`src/rtl/step_sequencer_pkg.sv`:
```
// synth_pkg: shared waveform codes, sequencer state and default widths
package synth_pkg;
   localparam int DEF_NSTEPS = 8;
   localparam int DEF_DIVW   = 16;
   localparam int DEF_TW     = 24;
   localparam logic [1:0] WAVE_SINE = 2'd0;
   localparam logic [1:0] WAVE_TRI  = 2'd1;
   localparam logic [1:0] WAVE_SQR  = 2'd2;
   localparam logic [1:0] WAVE_SAW  = 2'd3;
   typedef enum logic [1:0] {SEQ_IDLE, SEQ_NOTE, SEQ_REST} seq_state_t;
endpackage

```
`src/rtl/step_sequencer_if.sv`:
```
// step_sequencer_if: control, table-write and voice-output signals of the sequencer
interface step_sequencer_if import synth_pkg::*; #(
   parameter int NSTEPS = DEF_NSTEPS,
   parameter int DIVW   = DEF_DIVW,
   parameter int TW     = DEF_TW
);
   localparam int AW = $clog2(NSTEPS);
   logic            play;
   logic [TW-1:0]   tempo;
   logic [TW-1:0]   gate_len;
   logic [AW-1:0]   last_step;
   logic            wr_en;
   logic [AW-1:0]   wr_addr;
   logic [DIVW-1:0] wr_div;
   logic [1:0]      wr_wave;
   logic            wr_gate;
   logic [DIVW-1:0] div_val;
   logic [1:0]      wave_sel;
   logic            gate;
   logic [AW-1:0]   step_idx;
   logic            step_strobe;
   logic            running;
   modport master (
      output play, tempo, gate_len, last_step, wr_en, wr_addr, wr_div, wr_wave, wr_gate,
      input  div_val, wave_sel, gate, step_idx, step_strobe, running
   );
   modport slave (
      input  play, tempo, gate_len, last_step, wr_en, wr_addr, wr_div, wr_wave, wr_gate,
      output div_val, wave_sel, gate, step_idx, step_strobe, running
   );
endinterface

```
`src/rtl/seq_step_ram.sv`:
```
// seq_step_ram: step table register file, one write port, combinational read-before-write
module seq_step_ram import synth_pkg::*; #(
   parameter int NSTEPS = DEF_NSTEPS,
   parameter int W      = DEF_DIVW + 3
) (
   input  logic                      clk,
   input  logic                      rst,
   input  logic                      we,
   input  logic [$clog2(NSTEPS)-1:0] waddr,
   input  logic [W-1:0]              wdata,
   input  logic [$clog2(NSTEPS)-1:0] raddr,
   output logic [W-1:0]              rdata
);
   logic [W-1:0] mem [NSTEPS];
   // clear the whole table on reset, otherwise store one entry per cycle
   always_ff @(posedge clk) begin
      if (rst) begin
         for (int i = 0; i < NSTEPS; i++) mem[i] <= '0;
      end else if (we) begin
         mem[waddr] <= wdata;
      end
   end
   assign rdata = mem[raddr];
endmodule

```
`src/rtl/step_sequencer.sv`:
```
// step_sequencer: plays the step table, one step every max(tempo,1) cycles with a timed gate
module step_sequencer import synth_pkg::*; #(
   parameter int NSTEPS = DEF_NSTEPS,
   parameter int DIVW   = DEF_DIVW,
   parameter int TW     = DEF_TW
) (
   input logic             clk,
   input logic             rst,
   step_sequencer_if.slave sb
);
   localparam int AW = $clog2(NSTEPS);
   localparam int EW = DIVW + 3;
   localparam logic [TW-1:0] ONE = TW'(1);
   seq_state_t      state, state_n;
   logic [TW-1:0]   tick_cnt, tick_n, tempo_eff;
   logic [AW-1:0]   rd_addr, nxt_idx, idx_n;
   logic [EW-1:0]   rd_data;
   logic [DIVW-1:0] div_n;
   logic [1:0]      wave_n;
   logic            load, end_step, gate_done, idle_n;
   logic            g_bit, g_bit_n, gate_n;
   assign tempo_eff = (sb.tempo == '0) ? ONE : sb.tempo;
   assign end_step  = tick_cnt >= tempo_eff - ONE;
   assign gate_done = ({1'b0, tick_cnt} + {1'b0, ONE}) >= {1'b0, sb.gate_len};
   assign nxt_idx   = (sb.step_idx >= sb.last_step) ? '0 : sb.step_idx + AW'(1);
   assign rd_addr   = (state == SEQ_IDLE) ? '0 : nxt_idx;
   seq_step_ram #(.NSTEPS(NSTEPS), .W(EW)) u_ram (
      .clk   (clk),
      .rst   (rst),
      .we    (sb.wr_en),
      .waddr (sb.wr_addr),
      .wdata ({sb.wr_gate, sb.wr_wave, sb.wr_div}),
      .raddr (rd_addr),
      .rdata (rd_data)
   );
   // state register
   always_ff @(posedge clk) begin
      state <= rst ? SEQ_IDLE : state_n;
   end
   // next state: stop wins, then step load, then the note-to-rest transition
   always_comb begin
      load    = sb.play && (state == SEQ_IDLE || end_step);
      state_n = !sb.play ? SEQ_IDLE
              : load ? ((sb.gate_len == '0) ? SEQ_REST : SEQ_NOTE)
              : (state == SEQ_NOTE && gate_done) ? SEQ_REST
              : state;
   end
   // next output values: zero in idle, table entry on load, otherwise hold
   always_comb begin
      idle_n  = state_n == SEQ_IDLE;
      tick_n  = (load || idle_n) ? '0 : tick_cnt + ONE;
      div_n   = idle_n ? '0 : load ? rd_data[DIVW-1:0] : sb.div_val;
      wave_n  = idle_n ? '0 : load ? rd_data[DIVW+1:DIVW] : sb.wave_sel;
      idx_n   = idle_n ? '0 : load ? rd_addr : sb.step_idx;
      g_bit_n = idle_n ? 1'b0 : load ? rd_data[EW-1] : g_bit;
      gate_n  = g_bit_n && state_n == SEQ_NOTE;
   end
   // registered outputs and step timer
   always_ff @(posedge clk) begin
      if (rst) begin
         tick_cnt       <= '0;
         g_bit          <= 1'b0;
         sb.div_val     <= '0;
         sb.wave_sel    <= '0;
         sb.step_idx    <= '0;
         sb.gate        <= 1'b0;
         sb.step_strobe <= 1'b0;
         sb.running     <= 1'b0;
      end else begin
         tick_cnt       <= tick_n;
         g_bit          <= g_bit_n;
         sb.div_val     <= div_n;
         sb.wave_sel    <= wave_n;
         sb.step_idx    <= idx_n;
         sb.gate        <= gate_n;
         sb.step_strobe <= load;
         sb.running     <= !idle_n;
      end
   end
endmodule

```
`src/flat_wrapper.sv`:
```
// flat-port wrapper written by rule: the top's interface ports become plain ports
module step_sequencer_flat import synth_pkg::*;
#(
   parameter int NSTEPS = DEF_NSTEPS,
   parameter int DIVW   = DEF_DIVW,
   parameter int TW     = DEF_TW
)
  (clk, rst, sb_play, sb_tempo, sb_gate_len, sb_last_step, sb_wr_en, sb_wr_addr, sb_wr_div, sb_wr_wave, sb_wr_gate, sb_div_val, sb_wave_sel, sb_gate, sb_step_idx, sb_step_strobe, sb_running);
  step_sequencer_if #(.NSTEPS(NSTEPS), .DIVW(DIVW), .TW(TW)) sb_i ();
  input logic clk;
  input logic rst;
  input wire logic [$bits(sb_i.play)-1:0] sb_play;
  input wire logic [$bits(sb_i.tempo)-1:0] sb_tempo;
  input wire logic [$bits(sb_i.gate_len)-1:0] sb_gate_len;
  input wire logic [$bits(sb_i.last_step)-1:0] sb_last_step;
  input wire logic [$bits(sb_i.wr_en)-1:0] sb_wr_en;
  input wire logic [$bits(sb_i.wr_addr)-1:0] sb_wr_addr;
  input wire logic [$bits(sb_i.wr_div)-1:0] sb_wr_div;
  input wire logic [$bits(sb_i.wr_wave)-1:0] sb_wr_wave;
  input wire logic [$bits(sb_i.wr_gate)-1:0] sb_wr_gate;
  output wire logic [$bits(sb_i.div_val)-1:0] sb_div_val;
  output wire logic [$bits(sb_i.wave_sel)-1:0] sb_wave_sel;
  output wire logic [$bits(sb_i.gate)-1:0] sb_gate;
  output wire logic [$bits(sb_i.step_idx)-1:0] sb_step_idx;
  output wire logic [$bits(sb_i.step_strobe)-1:0] sb_step_strobe;
  output wire logic [$bits(sb_i.running)-1:0] sb_running;
  assign sb_i.play = sb_play;
  assign sb_i.tempo = sb_tempo;
  assign sb_i.gate_len = sb_gate_len;
  assign sb_i.last_step = sb_last_step;
  assign sb_i.wr_en = sb_wr_en;
  assign sb_i.wr_addr = sb_wr_addr;
  assign sb_i.wr_div = sb_wr_div;
  assign sb_i.wr_wave = sb_wr_wave;
  assign sb_i.wr_gate = sb_wr_gate;
  assign sb_div_val = sb_i.div_val;
  assign sb_wave_sel = sb_i.wave_sel;
  assign sb_gate = sb_i.gate;
  assign sb_step_idx = sb_i.step_idx;
  assign sb_step_strobe = sb_i.step_strobe;
  assign sb_running = sb_i.running;
  step_sequencer #(.NSTEPS(NSTEPS), .DIVW(DIVW), .TW(TW)) u_core (.clk(clk), .rst(rst), .sb(sb_i));
endmodule
```
`config.mk`:
```
export PLATFORM = sky130hd
export DESIGN_NAME = step_sequencer_flat
export DESIGN_NICKNAME = d
export VERILOG_FILES = /design/src/rtl/step_sequencer_pkg.sv /design/src/rtl/step_sequencer_if.sv /design/src/rtl/seq_step_ram.sv /design/src/rtl/step_sequencer.sv /design/src/flat_wrapper.sv
export SDC_FILE = /design/constraint.sdc
export NUM_CORES = 1
export LEC_CHECK = 0
export CAP_MARGIN = 25
export CELL_PAD_IN_SITES_DETAIL_PLACEMENT = 0
export CELL_PAD_IN_SITES_GLOBAL_PLACEMENT = 1
export CORE_AREA = 5 5 194 196
export CTS_BUF_LIST = sky130_fd_sc_hd__clkbuf_8
export CTS_CLUSTER_DIAMETER = 30
export DETAILED_ROUTE_END_ITERATION = 6
export DIE_AREA = 0 0 199 201
export DONT_BUFFER_PORTS = 1
export HOLD_SLACK_MARGIN = 0.12
export PLACE_DENSITY_LB_ADDON = 0.1
export SLEW_MARGIN = 15
export SYNTH_ARGS = -nofsm -noshare
export SYNTH_HDL_FRONTEND = slang
export SYNTH_SLANG_ARGS = --single-unit
```
`constraint.sdc`:
```
create_clock -name clk -period 5.8 [get_ports clk]
set_input_delay 0.87 -clock clk [delete_from_list [all_inputs] [get_ports clk]]
set_output_delay 0.87 -clock clk [all_outputs]
set_load 0.005 [all_outputs]
```
; Yosys cells after proc, flatten, opt, wreduce, memory -nomap -nowiden
; Memories as Yosys holds them, arrays and structs flattened.
; Cells that the tools add are included.
[classes]
magnitude_cmp = 3
eq_ne = 2
mux = 17
n_addsub = 4
n_reduce_logical = 13
[ops]
columns = operator, count
row1 = $logic_not A24 Y1, 2
row2 = $add A24 B1 Y25 const B, 1
row3 = $ge A25 B24 Y1, 1
row4 = $add A24 B1 Y24 const B, 1
row5 = $ge A24 B24 Y1, 1
row6 = $mux W24, 1
row7 = $sub A24 B1 Y24 const B, 1
row8 = $mux W19, 1
row9 = $reduce_or A19 Y1, 1
row10 = $mux W3, 3
row11 = $mux W1, 8
row12 = $mux W2, 4
row13 = $eq A2 B1 Y1 const B, 2
row14 = $logic_not A2 Y1, 2
row15 = $reduce_or A2 Y1, 2
row16 = $add A3 B1 Y3 const B, 1
row17 = $ge A3 B3 Y1, 1
row18 = $logic_and A1 B1 Y1, 3
row19 = $logic_or A1 B1 Y1, 2
row20 = $logic_not A1 Y1, 1
[word_totals]
ram_bits = 152
out_inout_bits = 24
n_memories = 1
reg_bits = 51
[mem_list]
columns = name, words, width, rd, rd_clocked_by_memory_dff, wr, line
row1 = u_core.u_ram.mem, 8, 19, 1, 0, 8, seq_step_ram.sv:14  ; logic [W-1:0] mem [NSTEPS];

; Longest topological paths before layout
; Gate-level depths: netlist of run 1.
[logic_depth]
depth_word = 11
mapped_depth = 22
ltp_nobuf = 21

; Cells and area by module
; From an unflattened synthesis of run 1, not the netlist that was laid out.
[unflattened]
cells_unflattened = 883
hier_area_um2 = 10755.3
[by_module_without_submodules]
columns = mod, seq_area_each_um2, instances, area_each_um2, cells_each
row1 = seq_step_ram, 4564.4, 1, 6891.6, 439
row2 = step_sequencer, 1021.0, 1, 3863.7, 444

; Least setup slack after synthesis of run 1
; No wires, ideal clock.
[synth_path]
kind = input -> register
startpoint = in sb_tempo[5]
endpoint = reg u_core.sb.div_val[10]
slack_ps = 530
required_time_ps = 5672
arrival_ps = 5142
stages = 22
path_cell_list = or4_4 -> or4_4 -> nand3b_4 -> or3_1 -> nor2_1 -> nor2_1 -> ha_1 -> nand2_1 -> or2_2 -> nor2_1 -> nand2_1 -> nor3_1 -> xnor2_1 -> ha_1 -> nand2_1 -> o211ai_1 -> a2111oi_0 -> o21a_1 -> a21oi_2 -> nand2_1 -> clkbuf_1 -> o2bb2ai_1
[synth_between]
elab_chain_cells = 10
[synth_rtl]
columns = element, line
row1 = start: declaration, flat_wrapper.sv:13  ; input wire logic [$bits(sb_i.tempo)-1:0] sb_tempo;
row2 = $logic_not A24 Y1, step_sequencer.sv:22  ; assign tempo_eff = (sb.tempo == '0) ? ONE : sb.tempo;
row3 = $mux W24 *, step_sequencer.sv:22
row4 = $sub A24 B1 Y24 *, step_sequencer.sv:23  ; assign end_step = tick_cnt >= tempo_eff - ONE;
row5 = $ge A24 B24 Y1 *, step_sequencer.sv:23
row6 = $logic_or A1 B1 Y1 *, step_sequencer.sv:42  ; load = sb.play && (state == SEQ_IDLE || end_step);
row7 = $logic_and A1 B1 Y1 *, step_sequencer.sv:42
row8 = $mux W2, step_sequencer.sv:44  ; : load ? ((sb.gate_len == '0) ? SEQ_REST : SEQ_NOTE)
row9 = $mux W2, step_sequencer.sv:43  ; state_n = !sb.play ? SEQ_IDLE
row10 = $logic_not A2 Y1, step_sequencer.sv:50  ; idle_n = state_n == SEQ_IDLE;
row11 = $reduce_or A2 Y1 (no source line), n/a
row12 = end signal: assignment, step_sequencer.sv:72  ; sb.div_val <= div_n;
row13 = end: declaration, step_sequencer_if.sv:29  ; output div_val, wave_sel, gate, step_idx, step_strobe, running
; Mark *: on every way between the ends. The rest lies on a longest branch, timed or not.
; A chain may end at the register's enable or synchronous reset.

; Final worst setup path of run 1
[layout_path]
startpoint = in sb_tempo[5]
endpoint = reg u_core.sb.gate
[layout_between]
elab_chain_cells = 11
[layout_rtl]
columns = element, line
row1 = $logic_not A24 Y1, step_sequencer.sv:22
row2 = $mux W24 *, step_sequencer.sv:22
row3 = $sub A24 B1 Y24 *, step_sequencer.sv:23
row4 = $ge A24 B24 Y1 *, step_sequencer.sv:23
row5 = $logic_or A1 B1 Y1 *, step_sequencer.sv:42
row6 = $logic_and A1 B1 Y1 *, step_sequencer.sv:42
row7 = $mux W2, step_sequencer.sv:44
row8 = $mux W2, step_sequencer.sv:43
row9 = $logic_not A2 Y1, step_sequencer.sv:50
row10 = $mux W1, step_sequencer.sv:55  ; g_bit_n = idle_n ? 1'b0 : load ? rd_data[EW-1] : g_bit;
row11 = $logic_and A1 B1 Y1 *, step_sequencer.sv:56  ; gate_n = g_bit_n && state_n == SEQ_NOTE;
row12 = end signal: assignment, step_sequencer.sv:75  ; sb.gate <= gate_n;
row13 = end: declaration, step_sequencer_if.sv:29
; Marks and branches as above.

==> impl_results.md, run 1 <==
* Status: complete, no violations
* Most frequent cells in the layout: 159 x and2_1, 152 x edfxtp_1, 102 x nand2_1, 59 x clkbuf_8, 54 x ha_1
* Final WL at 33000 um
* Pin count of the biggest net entering global routing at 57
* Worst Hold Depth at 1
* CTS root buffer: clkbuf_8
* Startpoint types: primary input
* DR iter-0 viols at 356
* IO buf count at 0
* Pwr/cell area at 313 nW/um^2
* Critical path's largest stage delay at 0.55 ns
* Critical Path Fanout Max at 5
* Path length in cells of the critical path at 21
* Ports at 101
* Ant diodes at 0
* Yosys cell types at 52
* Worst r2r dst: u_core.sb.gate
* Placed Instances at 1421
* Critical path class: primary input to flop
* Crit-path cells: or4_4, or4_4, nand3b_4, or3_1, nor2_1, nor2_1, ha_1, nand2_1, or2_2, nor2_1, nand2_1, nor3_1, xnor2_1, ha_1, nand2_1, o211ai_1, a2111oi_0, o21a_1, a21oi_2, or3b_1, a221oi_1
* Area after DPL at 11100 um^2
* Wire length per cell at 21.7 um
* Post-DP HPWL at 21300 um
* CTS Sinks at 203
* Post-Syn Nets at 1111
* Die Span X at 199 um
* Post-CTS Setup Inserts at 0
* Initial Util at 29.2%
* Hold buffers post-CTS at 0
* CP arrival at 5.64 ns
* Post-route setup slack at 0.627 ns
* Worst Reg-to-Reg Cells at 15
* H-tree level count at 2
* Max_cap viols at 0
* Crit share post-route at 89.2%
* Post_cts resized at 0
* Dpl ws at -0.0163 ns
* Final Skew at 0.0310 ns
* CP required at 6.27 ns
* Rows at 70
* Worst r2r src: u_core.tick_cnt[0]
* Setup violators final at 0
* Post-Layout Cell Count at 1524
* Core footprint at 35900 um^2
* Area Overhead vs Synth at 17.3%
* Share of flip-flops with an asynchronous set or reset at 0%
* CTS Buffer Depth at 3
* Top_reg_cell synth: edfxtp_1
* EDFF count, synth at 152
* Hold Path Sink: u_core.u_ram.mem[1][17]
* Grt ovf at 0
* Unrepaired setup endpoints after global routing: false
* # nets final at 1141
* Syn Std Cell Area at 10500 um^2
* Filler Cells Inserted at 3662
* Vias per cell at 4.87
* # DRC at 0
* Buf+Inv Stages, Crit Path at 0
* Cell family with most CP delay: simple AND/OR/NAND/NOR gates
* Syn_area_per_cell at 10.7 um^2
* Clock-pin slew on the worst setup and hold paths at 0.05 ns
* Yosys reg bits at 203
* Initial antenna violation count at 0
* Worst vdd ir at 194 uV
* Critical-path top delay cell: a2111oi_0
* Clock Latency Late Sink at 0.59 ns
* Most common cell after layout, fill and taps aside: and2_1
* Pins Over Slew Limit at 0
* Setup TNS at 0 ns
* Final Util at 34.3%
* Antenna violation net count after detailed routing at 0
* Design area at 12300 um^2
* Worst reg2reg setup slack at 1.71 ns
* Hold Path Class: primary input to flop
* Top achievable clock speed at 193 MHz
* Die height at 201 um
* TritonCTS Buffers at 55
* Routability Congestion at 0.783
* Hold Startpoint: sb_wr_wave[1]
* Synth warnings at 0
* Pwr Total at 3.86 mW
* Total via count in the routed design at 7419
* DRT Pass-1 Iters at 4
* First-pass GRT wire length at 50200 um
* Worst Setup End Kind: flop
* Final hold vios at 0
* GRT Util Overall at 16.6%
* CTS tree: built
* Fin crit period at 5.17 ns
* Hold_ws at 0.475 ns
* Vias in the first global route at 7906
* Leak at 4.74 nW
* DIE AREA at 40000 um^2
* Post-Syn Instances at 980
* Register area share after synthesis at 53.2%
* Worst-Margin Slew at 0.964 ns
* Share of layout cells above drive strength 1 at 12.8%
* Max-slew headroom at 35.5%
-- final cells by class --
class / count / area (um^2) / share of cell area [%]
clock buffers: 59 / 812 / 6.59
clock inverters: 44 / 384 / 3.12
inverters: 37 / 139 / 1.13
multi-input cells: 687 / 4610 / 37.4
flip-flops and latches: 203 / 5590 / 45.3
well taps: 468 / 586 / 4.75
repair buffers: 26 / 203 / 1.64
-- routing by layer --
metal	track usage, %	up-vias	part of all wire (%)
met3	4.06	51	6.6
met4	4.57	0	2.1
li1	-	3632	-
met1	22.0	3550	44
met2	27.0	186	47
met5	0	-	0
-- worst max path at each step --
stage                            from                    end  slack [ns]
final                     sb_tempo[5]         u_core.sb.gate        0.63
after global routing      sb_tempo[5]         u_core.sb.gate        0.20
after CTS                 sb_tempo[5]         u_core.sb.gate        0.58
after detailed placement  sb_tempo[5]         u_core.sb.gate       -0.02
after global placement    sb_tempo[5]         u_core.sb.gate        0.11
after floorplan           sb_tempo[5]  u_core.sb.div_val[10]        0.53
-- state kept, by name, indices dropped and copies added, names as in the netlist --
signal	flops
u_core.g_bit	1
u_core.sb.div_val	16
u_core.sb.gate	1
u_core.sb.running	1
u_core.sb.step_idx	3
u_core.sb.step_strobe	1
u_core.sb.wave_sel	2
u_core.state	2
u_core.tick_cnt	24
u_core.u_ram.mem	152
-- where the power goes --
part           switching (mW)  total (mW)  internal [mW]
clock                   0.762        1.98           1.22
combinational           0.145       0.219         0.0732
sequential             0.0256        1.66           1.64
-- cell usage after synthesis (all sizes together), types with 32 or more instances --
master	instances	share of area (%)
clkbuf	50	1.8
ha	54	6.4
a21oi	34	1.7
nor2	32	1.1
o221ai	37	3.1
dfxtp	51	9.7
and2	159	9.5
nand2	102	3.6
edfxtp	152	43
nand3	45	2.1
inv	37	1.3
-- cell families (layout without fill, tap and decap cells) --
family	count (synthesis)	in the layout	synth area share, %
AO/OA/AOI/OAI	145	145	10.0
XOR/XNOR	44	44	3.67
adder cells (fa/ha/maj)	54	54	6.43
buffers and inverters	90	166	3.24
flip-flops	203	203	53.2
multiplexers	7	7	0.786
AND/OR/NAND/NOR	437	437	22.6
No activity file was read; power rests on OpenSTA's default activity.
==> run 2: changes to the inputs <==
Settings changed: CORE_AREA 5 5 194 196 to 2 2 191 193, CTS_CLUSTER_SIZE set to 8, DIE_AREA 0 0 199 201 to 0 0 193 195.
==> run 2 against run 1 <==
- sequential cell count unchanged
- global-route usage increased by 1.3 points
- count of clock-buffer cells in the layout increased by 7
- clock skew decreased by 0.0018 ns
- total power decreased by 1.4%
- sequential power about the same
- worst setup slack got worse by 0.069 ns
==> impl_results.md, run 2 (synthesis gave the netlist of run 1 again) <==
* Setup TNS at 0 ns (unchanged)
* Total via count in the routed design at 7455 (+0.49%)
* Unrepaired setup endpoints after global routing: false
* Worst-Margin Slew at 0.789 ns (-0.175 ns)
* CTS root buffer: clkbuf_8
* Routability Congestion at 0.725 (-7.5%)
* Top achievable clock speed at 191 MHz (-1.3%)
* Pin count of the biggest net entering global routing at 45 (-21%)
* Int Pwr at 2.88 mW (-1.5%)
* Max-slew headroom at 47.4% (+12 points)
* Hold Startpoint: sb_wr_div[9]
* Reg power frac at 43.7% (+0.6 points)
* Setup violators final at 0 (unchanged)
* Worst Hold Depth at 1 (unchanged)
* DRT Pass-1 Iters at 4 (unchanged)
* DIE AREA at 37600 um^2 (-5.9%)
* Worst r2r src: u_core.tick_cnt[1]
* Switching share of total power at 24.2% (+0.045 points)
* DR iter-0 viols at 353 (-0.84%)
* Startpoint types: primary input
* Top flop regs: u_core.u_ram.mem (152), u_core.tick_cnt (24), u_core.sb.div_val (16)
* Wire length per cell at 21.7 um (+0.16%)
* Worst vdd ir at 174 uV (-10%)
* Area Overhead vs Synth at 17.7%
* Critical path class: primary input to flop
* Vias per cell at 4.90 (+0.68%)
* Ports at 101 (unchanged)
* Worst reg2reg setup slack at 1.70 ns (about the same)
* Clock Latency Late Sink at 0.59 ns (about the same)
* Most frequent cells in the layout: 159 x and2_1, 152 x edfxtp_1, 102 x nand2_1, 66 x clkbuf_8, 54 x ha_1
* TritonCTS Buffers at 54 (-1.8%)
* Leak at 4.78 nW (+0.91%)
* # DRC at 0 (unchanged)
* Most common cell after layout, fill and taps aside: and2_1
* Final Skew at 0.0292 ns (-0.00178 ns)
* Share of layout cells above drive strength 1 at 13.9% (+1.1 points)
* Worst Reg-to-Reg Cells at 15 (unchanged)
* Die Span X at 193 um (-3.0%)
* Max_cap viols at 0 (unchanged)
* Post-DP HPWL at 20800 um (-2.4%)
* CP arrival at 5.72 ns (+0.08 ns)
* CP required at 6.28 ns (about the same)
* Pwr Total at 3.81 mW (-1.4%)
* Worst r2r dst: u_core.sb.gate
* Ant diodes at 0 (unchanged)
* Final hold vios at 0 (unchanged)
* # nets final at 1145 (+0.35%)
* Hold buffers post-CTS at 0 (unchanged)
* CTS Sinks at 203 (unchanged)
* Pins Over Slew Limit at 0 (unchanged)
* Die height at 195 um (-3.0%)
* Final WL at 33000 um (about the same)
* CTS Buffer Depth at 3 (unchanged)
* Core footprint at 35400 um^2 (-1.4%)
* Fin crit period at 5.24 ns (+0.0688 ns)
* First-pass GRT wire length at 49500 um (-1.5%)
* Initial antenna violation count at 0 (unchanged)
* Clock power frac at 50.4% (-0.8 points)
* Clock-pin slew on the worst setup and hold paths at 0.06 ns (about the same)
* Antenna violation net count after detailed routing at 0 (unchanged)
* H-tree level count at 2 (unchanged)
* NetSw at 921 uW (-1.2%)
* CTS tree: built
* Grt ovf at 0 (unchanged)
* Post_cts resized at 0 (unchanged)
* Gate power share at 5.9% (+0.2 points)
* Rows at 69 (-1.4%)
* Area after DPL at 11200 um^2 (+0.51%)
* Biggest register: u_core.u_ram.mem
* Crit share post-route at 90.4% (+1.2 points)
* Pwr/cell area at 308 nW/um^2 (-1.7%)
* Status: complete, no violations
* Design area at 12400 um^2 (+0.28%)
* Worst Setup End Kind: flop
* Critical Path Fanout Max at 7 (+2)
* Largest register FFs at 152 (unchanged)
* Hold Path Class: primary input to flop
* Initial Util at 29.7% (+0.42 points)
* Hold Path Sink: u_core.u_ram.mem[3][9]
* Post-CTS Setup Inserts at 0 (unchanged)
* GRT Util Overall at 17.8% (+1.3 points)
* Vias in the first global route at 7861 (-0.57%)
* IO buf count at 0 (unchanged)
[run 2: cell count changes in the layout (fill, tap and decap cells not counted), sizes merged]
cell,change
clkinv,-1
clkinvlp,-4
clkbuf,+7
bufinv,-3
buf,+5
[run 2: worst max path at each step]
stage	start	endpoint	slack, ns	cells after the start
2_1_floorplan	sb_tempo[5]	u_core.sb.div_val[10]	0.53	22
3_3_place_gp	sb_tempo[5]	u_core.sb.gate	-0.03	21
3_5_place_dp	sb_tempo[5]	u_core.sb.gate	-0.09	21
4_1_cts	sb_tempo[5]	u_core.sb.gate	0.51	21
5_1_grt	sb_tempo[5]	u_core.sb.gate	0.34	21
6_report	sb_tempo[5]	u_core.sb.gate	0.56	21
[run 2: power by group through the flow]
stage	sequential (mW)	clock, mW	combinational (mW)
3_5_place_dp	1.69	0	0.232
3_3_place_gp	1.69	0	0.232
4_1_cts	1.66	1.97	0.232
5_1_grt	1.67	2.04	0.253
2_1_floorplan	1.68	0	0.144
6_report	1.66	1.92	0.224
[run 2: critical path, stage by stage]
cell       delay (ns)
or4_4            0.54
or4_4            0.44
nand3b_4         0.19
or3_1            0.38
nor2_1           0.21
nor2_1           0.10
ha_1             0.21
nand2_1          0.09
or2_2            0.15
nor2_1           0.10
nand2_1          0.09
nor3_1           0.06
xnor2_1          0.16
ha_1             0.27
nand2_1          0.08
o211ai_1         0.11
a2111oi_0        0.62
o21a_1           0.29
a21oi_2          0.13
or3b_1           0.38
a221oi_1         0.24
[run 2: through the flow]
step	std cells	util (%)	hold slack, ns	setup WS [ns]
final	1521	34.9	0.475	0.558
after global routing	1521	34.9	0.430	0.345
after CTS	1521	34.9	0.434	0.511
after global placement	1419	31.6	0.485	-0.0297
after detailed placement	1419	31.6	0.488	-0.0855
after floorplan	980	-	0.455	0.530
[run 2: final cells by class]
| type | instances | area (um^2) |
|---|---|---|
| inverter | 37 | 139 |
| clock inverter | 36 | 267 |
| fill | 3638 | 23000 |
| timing repair buffer | 31 | 245 |
| multi-input combinational | 687 | 4640 |
| clock buffer | 66 | 908 |
| sequential | 203 | 5590 |
| tap | 461 | 577 |
[run 2: metal layers]
| metal | global-route usage, % | share of wire (%) | vias up |
|---|---|---|---|
| li1 | - | - | 3637 |
| met1 | 23.1 | 45 | 3612 |
| met2 | 30.0 | 48 | 164 |
| met3 | 3.99 | 5.7 | 42 |
| met4 | 4.32 | 1.5 | 0 |
| met5 | 0 | 0 | - |
==> run 3: changes to the inputs <==
Settings changed: HOLD_SLACK_MARGIN 0.12 to 0.08.
==> results of run 3 <==
Same layout as run 2: the final DEF is identical, and so are final timing and power.
